## config.mk

```make
export PLATFORM = sky130hd
export DESIGN_NAME = ps2_sprite_mover
export DESIGN_NICKNAME = d
export VERILOG_FILES = /design/src/rtl/vga_sprite_pkg.sv /design/src/rtl/ps2_strobe_sync.sv /design/src/rtl/ps2_sprite_mover.sv
export SDC_FILE = /design/constraint.sdc
export NUM_CORES = 1
export LEC_CHECK = 0
export ABC_CLOCK_PERIOD_IN_PS = 2720
export CAP_MARGIN = 15
export CORE_AREA = 2 2 107 68
export DETAILED_ROUTE_END_ITERATION = 8
export DIE_AREA = 0 0 109 70
export PLACE_DENSITY = 0.75
export SYNTH_ARGS = -nofsm -noshare
export SYNTH_HDL_FRONTEND = slang
export SYNTH_SLANG_ARGS = --single-unit
```

## constraint.sdc

```tcl
create_clock -name iVGA_CLK -period 2.72 [get_ports iVGA_CLK]
set_input_delay 0.816 -clock iVGA_CLK [delete_from_list [all_inputs] [get_ports iVGA_CLK]]
set_output_delay 0.816 -clock iVGA_CLK [all_outputs]
set_load 0.02 [all_outputs]
```

## src/rtl/vga_sprite_pkg.sv

```systemverilog
// Shared scan codes, prefix-FSM states and move helpers for the sprite path.
// Saturating arithmetic widens to 11 bits internally.
package vga_sprite_pkg;

  localparam int DEF_H_ACTIVE = 640;
  localparam int DEF_V_ACTIVE = 480;

  localparam logic [7:0] SC_A     = 8'h1C;
  localparam logic [7:0] SC_D     = 8'h23;
  localparam logic [7:0] SC_W     = 8'h1D;
  localparam logic [7:0] SC_S     = 8'h1B;
  localparam logic [7:0] SC_LEFT  = 8'h6B;
  localparam logic [7:0] SC_RIGHT = 8'h74;
  localparam logic [7:0] SC_UP    = 8'h75;
  localparam logic [7:0] SC_DOWN  = 8'h72;
  localparam logic [7:0] SC_EXT   = 8'hE0;
  localparam logic [7:0] SC_BRK   = 8'hF0;

  typedef enum logic [1:0] {
    IDLE,
    EXT,
    BRK,
    EXT_BRK
  } ps2_state_e;

  typedef enum logic [2:0] {
    MV_NONE,
    MV_LEFT,
    MV_RIGHT,
    MV_UP,
    MV_DOWN
  } move_e;

  function automatic move_e plain_move(
    input logic [7:0] b
  );
    case (b)
      SC_A:    return MV_LEFT;
      SC_D:    return MV_RIGHT;
      SC_W:    return MV_UP;
      SC_S:    return MV_DOWN;
      default: return MV_NONE;
    endcase
  endfunction

  function automatic move_e arrow_move(
    input logic [7:0] b
  );
    case (b)
      SC_LEFT:  return MV_LEFT;
      SC_RIGHT: return MV_RIGHT;
      SC_UP:    return MV_UP;
      SC_DOWN:  return MV_DOWN;
      default:  return MV_NONE;
    endcase
  endfunction

  function automatic logic [9:0] sat_sub(
    input logic [9:0] v,
    input logic [9:0] s
  );
    return (v < s) ? 10'd0 : v - s;
  endfunction

  function automatic logic [9:0] sat_add(
    input logic [9:0] v,
    input logic [9:0] s,
    input logic [9:0] lim
  );
    logic [10:0] sum;
    sum = {1'b0, v} + {1'b0, s};
    return (sum > {1'b0, lim}) ? lim : sum[9:0];
  endfunction

endpackage

```

## src/rtl/ps2_strobe_sync.sv

```systemverilog
// Brings the PS/2 byte strobe into the pixel clock domain.
// Emits a single-cycle pulse on each rising edge of the strobe.
module ps2_strobe_sync (
  input  logic clk,
  input  logic rst_n,
  input  logic strobe,
  output logic pulse
);

  logic s1;
  logic s2;
  logic s3;

  // Two-flop synchronizer followed by an edge-history flop.
  always_ff @(posedge clk or negedge rst_n) begin
    if (!rst_n) begin
      s1 <= 1'b0;
      s2 <= 1'b0;
      s3 <= 1'b0;
    end else begin
      s1 <= strobe;
      s2 <= s1;
      s3 <= s2;
    end
  end

  assign pulse = s2 & ~s3;

endmodule

```

## src/rtl/ps2_sprite_mover.sv

```systemverilog
// Decodes PS/2 make codes into a clamped sprite position, committed at vsync.
// Define ARROW_KEYS_EN to let E0-prefixed arrow keys move the sprite too.
module ps2_sprite_mover
  import vga_sprite_pkg::*;
#(
  parameter int H_ACTIVE = DEF_H_ACTIVE,
  parameter int V_ACTIVE = DEF_V_ACTIVE,
  parameter int SPRITE_W = 30,
  parameter int SPRITE_H = 30,
  parameter int STEP     = 15,
  parameter int X_INIT   = 340,
  parameter int Y_INIT   = 200
) (
  input  logic       iVGA_CLK,
  input  logic       iRST_n,
  input  logic       ps2_key_pressed,
  input  logic [7:0] ps2_out,
  input  logic       iVS,
  output logic [9:0] oX,
  output logic [9:0] oY,
  output logic       oUpdate
);

  localparam logic [9:0] XMAX  = 10'(H_ACTIVE - SPRITE_W);
  localparam logic [9:0] YMAX  = 10'(V_ACTIVE - SPRITE_H);
  localparam logic [9:0] STP   = 10'(STEP);
  localparam logic [9:0] XINIT = 10'(X_INIT);
  localparam logic [9:0] YINIT = 10'(Y_INIT);

  logic       byte_vld;
  ps2_state_e state;
  ps2_state_e state_nxt;
  move_e      move;
  logic [9:0] sx;
  logic [9:0] sy;
  logic       vs_q;
  logic       vs_fall;

  ps2_strobe_sync u_sync (
    .clk    (iVGA_CLK),
    .rst_n  (iRST_n),
    .strobe (ps2_key_pressed),
    .pulse  (byte_vld)
  );

  // Prefix tracking; a move is only raised for make codes.
  always_comb begin
    state_nxt = state;
    move      = MV_NONE;
    if (byte_vld) begin
      unique case (state)
        IDLE: begin
          if (ps2_out == SC_EXT)
            state_nxt = EXT;
          else if (ps2_out == SC_BRK)
            state_nxt = BRK;
          else
            move = plain_move(ps2_out);
        end
        EXT: begin
          if (ps2_out == SC_BRK) begin
            state_nxt = EXT_BRK;
          end else begin
            state_nxt = IDLE;
`ifdef ARROW_KEYS_EN
            move = arrow_move(ps2_out);
`endif
          end
        end
        BRK, EXT_BRK: state_nxt = IDLE;
      endcase
    end
  end

  // Prefix state register.
  always_ff @(posedge iVGA_CLK or negedge iRST_n) begin
    if (!iRST_n) state <= IDLE;
    else         state <= state_nxt;
  end

  // Shadow position, saturating at the screen edges.
  always_ff @(posedge iVGA_CLK or negedge iRST_n) begin
    if (!iRST_n) begin
      sx <= XINIT;
      sy <= YINIT;
    end else begin
      case (move)
        MV_LEFT:  sx <= sat_sub(sx, STP);
        MV_RIGHT: sx <= sat_add(sx, STP, XMAX);
        MV_UP:    sy <= sat_sub(sy, STP);
        MV_DOWN:  sy <= sat_add(sy, STP, YMAX);
        default:  ;
      endcase
    end
  end

  assign vs_fall = vs_q & ~iVS;

  // Commit the shadow at vsync start so a frame never sees a torn sprite.
  always_ff @(posedge iVGA_CLK or negedge iRST_n) begin
    if (!iRST_n) begin
      vs_q    <= 1'b0;
      oX      <= XINIT;
      oY      <= YINIT;
      oUpdate <= 1'b0;
    end else begin
      vs_q    <= iVS;
      oUpdate <= 1'b0;
      if (vs_fall) begin
        oX      <= sx;
        oY      <= sy;
        oUpdate <= (sx != oX) || (sy != oY);
      end
    end
  end

endmodule

```

* After elaboration in Yosys (flattened, before gate mapping)
Cells that the tools add are included. W data, S select, Z words.
Cells by class: reduce and logical (&&, ||, !) cells 6, $lt $le $gt $ge 4, equality and inequality tests 16, add/subtract/negate cells 4, multiplexer cells 16, bitwise gates (word level) 4
Operators by type and width (count):
- $mux W10 | 4
- $pmux W10 S2 | 2
- $eq A8 B5 Y1 const B | 3
- $add A10 B4 Y11 const B | 2
- $lt A10 B4 Y1 const B | 2
- $ne A10 B10 Y1 | 2
- $sub A10 B4 Y10 const B | 2
- $eq A8 B8 Y1 const B | 2
- $mux W3 | 4
- $pmux W3 S4 | 1
- $gt A11 B10 Y1 const B | 1
- $gt A11 B9 Y1 const B | 1
- $eq A8 B6 Y1 const B | 1
- $eq A3 B2 Y1 const B | 2
- $mux W2 | 3
- $pmux W2 S3 | 1
- $eq A2 B2 Y1 const B | 2
- $reduce_bool A2 Y1 | 2
- $eq A3 B1 Y1 const B | 1
- $eq A3 B3 Y1 const B | 1
- $ne A3 B3 Y1 const B | 1
- $and A1 B1 Y1 | 2
- $eq A2 B1 Y1 const B | 1
- $logic_not A2 Y1 | 1
- other kinds (5) | 6
Storage, ports and cells: logic and storage cells 60, input bits 12, output and inout port bits 21, flip-flop bits (word level) 47

* Depth between registers and ports, before layout
Gate-level depths: netlist of the first run.
word-level depth 8, mapped depth 9

* Modules after synthesis
Synthesis of the first run repeated with hierarchy kept, for this count alone.
Unflattened totals: cells, all modules 383, area total of the unflattened synthesis 3422.0 um^2
By module, submodules not included:
- ps2_sprite_mover | cells each 379, seq. area each 1118.6 um^2, instances 1, area each 3333.2 um^2
- ps2_strobe_sync | cells each 4, seq. area each 75.1 um^2, instances 1, area each 88.8 um^2

* Worst setup path after synthesis of the first run
No wires, ideal clock.
path kind flip-flop to flip-flop, start register sy[0], end register sy[4], path buffers 1, slack 0.175 ns, clock period less this slack 2.545 ns, library setup time 0.126 ns, stages on the path, launching flop included 10, arrival 2.419 ns, cells stage by stage dfrtp_1 buf_2 inv_1 ha_1 or3b_4 and4_4 or4_4 nand3_2 a21oi_2 o32a_1
On the way: word-level cells in the longest chain between the ends 4, elaborated cells between the ends (all ways) 7, classes of those cells 2 x add/sub; 2 x order compare; 3 x mux
RTL lines:
- start: declaration | line ps2_sprite_mover.sv:35 | logic [9:0] sy;
- start signal: assignment | line ps2_sprite_mover.sv:90 | MV_UP: sy <= sat_sub(sy, STP);
- start signal: assignment | line ps2_sprite_mover.sv:91 | MV_DOWN: sy <= sat_add(sy, STP, YMAX);
- $add A10 B4 Y11 | line vga_sprite_pkg.sv:71 | sum = {1'b0, v} + {1'b0, s};
- $gt A11 B9 Y1 | line vga_sprite_pkg.sv:72 | return (sum > {1'b0, lim}) ? lim : sum[9:0];
- $mux W10 | line vga_sprite_pkg.sv:72
- $pmux W10 S2 (*) | line ps2_sprite_mover.sv:87 | case (move)
Every way passes the cells marked *; elsewhere a longest branch is shown, timed or not. A chain may end at the register's enable or synchronous reset.

* Worst setup path after layout of the first run
start input port ps2_out[1], end register sx[6]
On the way: word-level cells in the longest chain between the ends 8, elaborated cells between the ends (all ways) 15, classes of those cells 8 x eq/ne; 6 x mux; 1 x reduce/logical
RTL lines:
- start: declaration | line ps2_sprite_mover.sv:17 | input logic [7:0] ps2_out,
- $eq A8 B5 Y1 or $eq A8 B6 Y1 (tied branches) | line vga_sprite_pkg.sv:37 | case (b)
- $pmux W3 S4 | line vga_sprite_pkg.sv:37
- $mux W3 | line ps2_sprite_mover.sv:55 | else if (ps2_out == SC_BRK)
- $mux W3 (*) | line ps2_sprite_mover.sv:53 | if (ps2_out == SC_EXT)
- $mux W3 (*) | line ps2_sprite_mover.sv:51 | unique case (state)
- $mux W3 (*) | line ps2_sprite_mover.sv:50 | if (byte_vld) begin
- $eq A3 B2 Y1 or $eq A3 B1 Y1 (tied branches) | line ps2_sprite_mover.sv:87
- $pmux W10 S2 or $reduce_bool A2 Y1 (tied branches)
- end signal: assignment | line ps2_sprite_mover.sv:88 | MV_LEFT: sx <= sat_sub(sx, STP);
- end signal: assignment | line ps2_sprite_mover.sv:89 | MV_RIGHT: sx <= sat_add(sx, STP, XMAX);
- end: declaration | line ps2_sprite_mover.sv:34 | logic [9:0] sx;
Marked as above.

==> impl_metrics.tcl, run 1 <==
set metrics [dict create \
    grt_max_degree 48 \
    finalHoldViolCount 0 \
    synth-edff-count 0 \
    p_leak_nw 1.726 \
    fp.dieW_microns 109 \
    antenna_found_initial 0 \
    grt_use_total_pct 25.08 \
    yosys_warnings 0 \
    area_delta_synth_final_pct 21.18 \
    via_count 3210 \
    crit_type "in -> reg" \
    ir_drop_uv 235.2 \
    ctsResizeCount 0 \
    clock-sinks 47 \
    synth_area_per_cell_sq_um 8.824 \
    fillerInstances 591 \
    antenna_cells 0 \
    p_per_area_nw_per_um2 397.2 \
    cp_data_required_time_ns 2.95 \
    hold_buffers 0 \
    ys_seq_area_share_pct 35.50 \
    synth-async-reset-ratio_pct 100.0 \
    crit_fanout 5 \
    clkTransAtPathRegs_ns 0.09 \
    worst_skew_pair.late_latency_ns 0.30 \
    crit_path_end_kind "register" \
    seqCellArea_sq_um 1194 \
    io_buffers 32 \
    drcViolationCount 0 \
    period_minus_slack_ns 2.640 \
    cap_violations 0 \
    worst_pin_slew_ns 0.6144 \
    fin_worst_hold_slack_ns 0.3602 \
    cts_tree "built" \
    drt_wl_total_mm 9.303 \
    syn_area_sq_um 3362 \
    fin_crit_sh_pct 97.08 \
    max-slew-margin-rel_pct 59.04 \
    finalNetCount 446 \
    core_sq_um 6817 \
    grt_overflow 0 \
    min_path_type "reg -> reg" \
    arrival_ns 2.88 \
    drt-initial-drc-count 322 \
    viasPerCell 6.149 \
    synth_cells 381 \
    rsz0062_at_grt "no" \
    ys_types 71 \
    ant_nets 0 \
    dieHeight_microns 70 \
    num_rows 24 \
    cts-htree-levels 2 \
    drtPass1Iterations 5 \
    dp_hpwl_mm 6.847 \
    layout-drive-gt1-share_pct 23.90 \
    fmax_mhz 378.7 \
    slew_violations 0 \
    syn_nets 397 \
    synth.ff_latch_count 47 \
    cts_root_buffer "clkbuf_8" \
    totalNegativeSetupSlack_ns 0 \
    grt_pass1_wl_mm 15.01 \
    initial_core_util_pct 49.32 \
    status "finished clean" \
    synth_flop_cell "dfrtp_1" \
    setup_viol 0 \
    grt_pass1_vias 2922 \
    post-cts-setup-buffers 0 \
    avgRoutedWirePerCell_microns 17.82 \
    setup_ws_ns 0.07955 \
    clock_path_buffers 2 \
    pre_cts_ws_ns -0.2406 \
    start_kind "input pin" \
    worst_clock_skew_ns 0.007660 \
    gp_congestion 0.9645 \
    fp.dieArea_sq_um 7630 \
    multiInputGateArea_sq_um 2006 \
    ios 33 \
    cts_buffers 5 \
]
==> sequential cells by signal (all words and copies together) (netlist names) <==
| register | count |
|---|---|
| sx | 10 |
| u_sync.s1 | 1 |
| oY | 10 |
| sy | 10 |
| oX | 10 |
| u_sync.s2 | 1 |
| u_sync.s3 | 1 |
| state | 2 |
| vs_q | 1 |
| oUpdate | 1 |
==> synth_stat cells, types with 3 or more instances <==
cell	count	share of area [%]
a21oi_1	17	2.5
a22oi_1	3	0.67
a31oi_1	9	1.7
a41oi_1	3	0.78
and3_1	7	1.3
and4_1	3	0.78
buf_2	6	0.89
clkbuf_1	19	2.1
clkbuf_8	3	1.2
dfrtp_1	33	25
dfstp_2	14	11
ha_1	4	1.5
inv_1	10	1.1
mux2_2	13	4.4
nand2_1	36	4.0
nand2b_1	5	0.93
nand3_1	10	1.5
nand4_1	12	2.2
nor2_1	21	2.3
nor2b_1	6	1.1
nor3_1	9	1.3
nor3b_1	5	1.1
nor4_1	7	1.3
o211ai_1	5	1.1
o21ai_0	30	4.5
o31ai_1	5	1.1
or4_1	3	0.67
or4_4	3	1.0
xnor2_1	17	4.4
xor2_1	8	2.1
==> per-layer routing <==
| metal | routed length (microns) | vias to the layer above | GRT usage [%] |
|---|---|---|---|
| met3 | 787 | 8 | 5.042 |
| met4 | 93 | 0 | 4.558 |
| met1 | 4617 | 1543 | 40.51 |
| met2 | 3805 | 151 | 34.37 |
| li1 | - | 1508 | - |
| met5 | 0 | - | 0 |
==> kinds of logic (layout without fill, tap and decap cells) <==
group / Yosys count / count (layout) / synth area share, %
xor gates and xnor gates: 25 / 25 / 6.513
AOI/OAI and AO/OA: 97 / 97 / 19.09
and+or+nand+nor: 155 / 155 / 27.28
muxes: 14 / 14 / 4.652
adders and majority gates: 4 / 4 / 1.489
DFF: 47 / 47 / 35.50
buffers and inverters: 39 / 89 / 5.471
==> layout by cell type (no fill, tap or decap), drive strengths merged, types with 11 or more instances in the layout <==
cell type / synthesis / routed
buf: 7 / 40
nand2: 36 / 36
dfrtp: 33 / 33
clkdlybuf4s50: 0 / 31
o21ai: 30 / 30
nor2: 21 / 21
a21oi: 19 / 19
xnor2: 17 / 17
dfstp: 14 / 14
mux2: 13 / 13
nand4: 12 / 12
inv: 10 / 11
nand3: 11 / 11
==> final cells by class <==
| class | instances | area share [%] |
|---|---|---|
| Clock buffer | 5 | 1.689 |
| Clock inverter | 3 | 1.136 |
| Inverter | 10 | 0.9214 |
| Multi-Input combinational cell | 295 | 49.23 |
| Sequential cell | 47 | 29.30 |
| Tap cell | 91 | 2.795 |
| Timing Repair Buffer | 71 | 14.93 |
==> per-stage QoR <==
stage | instances | total power [W] | utilization (%) | instance area [sq um]
2_1_floorplan | 381 | 0.0009478 | - | 3362
3_3_place_gp | 514 | 0.001079 | 57.76 | 3938
3_5_place_dp | 514 | 0.001085 | 57.76 | 3938
4_1_cts | 522 | 0.001622 | 59.45 | 4053
5_1_grt | 522 | 0.001690 | 59.77 | 4074
6_report | 522 | 0.001618 | 59.77 | 4074
==> where the power goes <==
part	switching, W	leakage, nW	internal, W
Combinational	0.000167	1.10	0.000144
Sequential	0.0000358	0.571	0.000732
Clock	0.000262	0.0548	0.000277
Total	0.000465	1.73	0.00115
==> final timing paths <==
check | startpoint | end | slack (ns) | cells past startpoint
hold / removal | u_sync.s1$_DFF_PN0_ | u_sync.s2$_DFF_PN0_ | 0.36 | 0
setup / recovery | ps2_out[1] | sx[6]$_DFFE_PN1P_ | 0.08 | 8
hold reg to reg | u_sync.s1$_DFF_PN0_ | u_sync.s2$_DFF_PN0_ | 0.36 | 0
min in group asynchronous | iRST_n | u_sync.s2$_DFF_PN0_ | 0.60 | 2
max in group asynchronous | iRST_n | oY[1]$_DFFE_PN0P_ | 1.70 | 2
setup reg to reg | sy[0]$_DFFE_PN0P_ | sy[4]$_DFFE_PN0P_ | 0.13 | 8
==> worst max-delay path, stage by stage <==
cell	delay (ns)
clkdlybuf4s50_1	0.49
nor4bb_1	0.31
buf_4	0.17
nand4_1	0.20
a21o_1	0.27
nor4b_4	0.26
a21oi_2	0.12
o22a_1	0.24
(Power assumes the default switching activity.)
==> run 2, diff against run 1 <==
SLEW_MARGIN = 40   (was default)
==> results of run 2 <==
Final layout, timing and power as in run 1 (identical DEF).
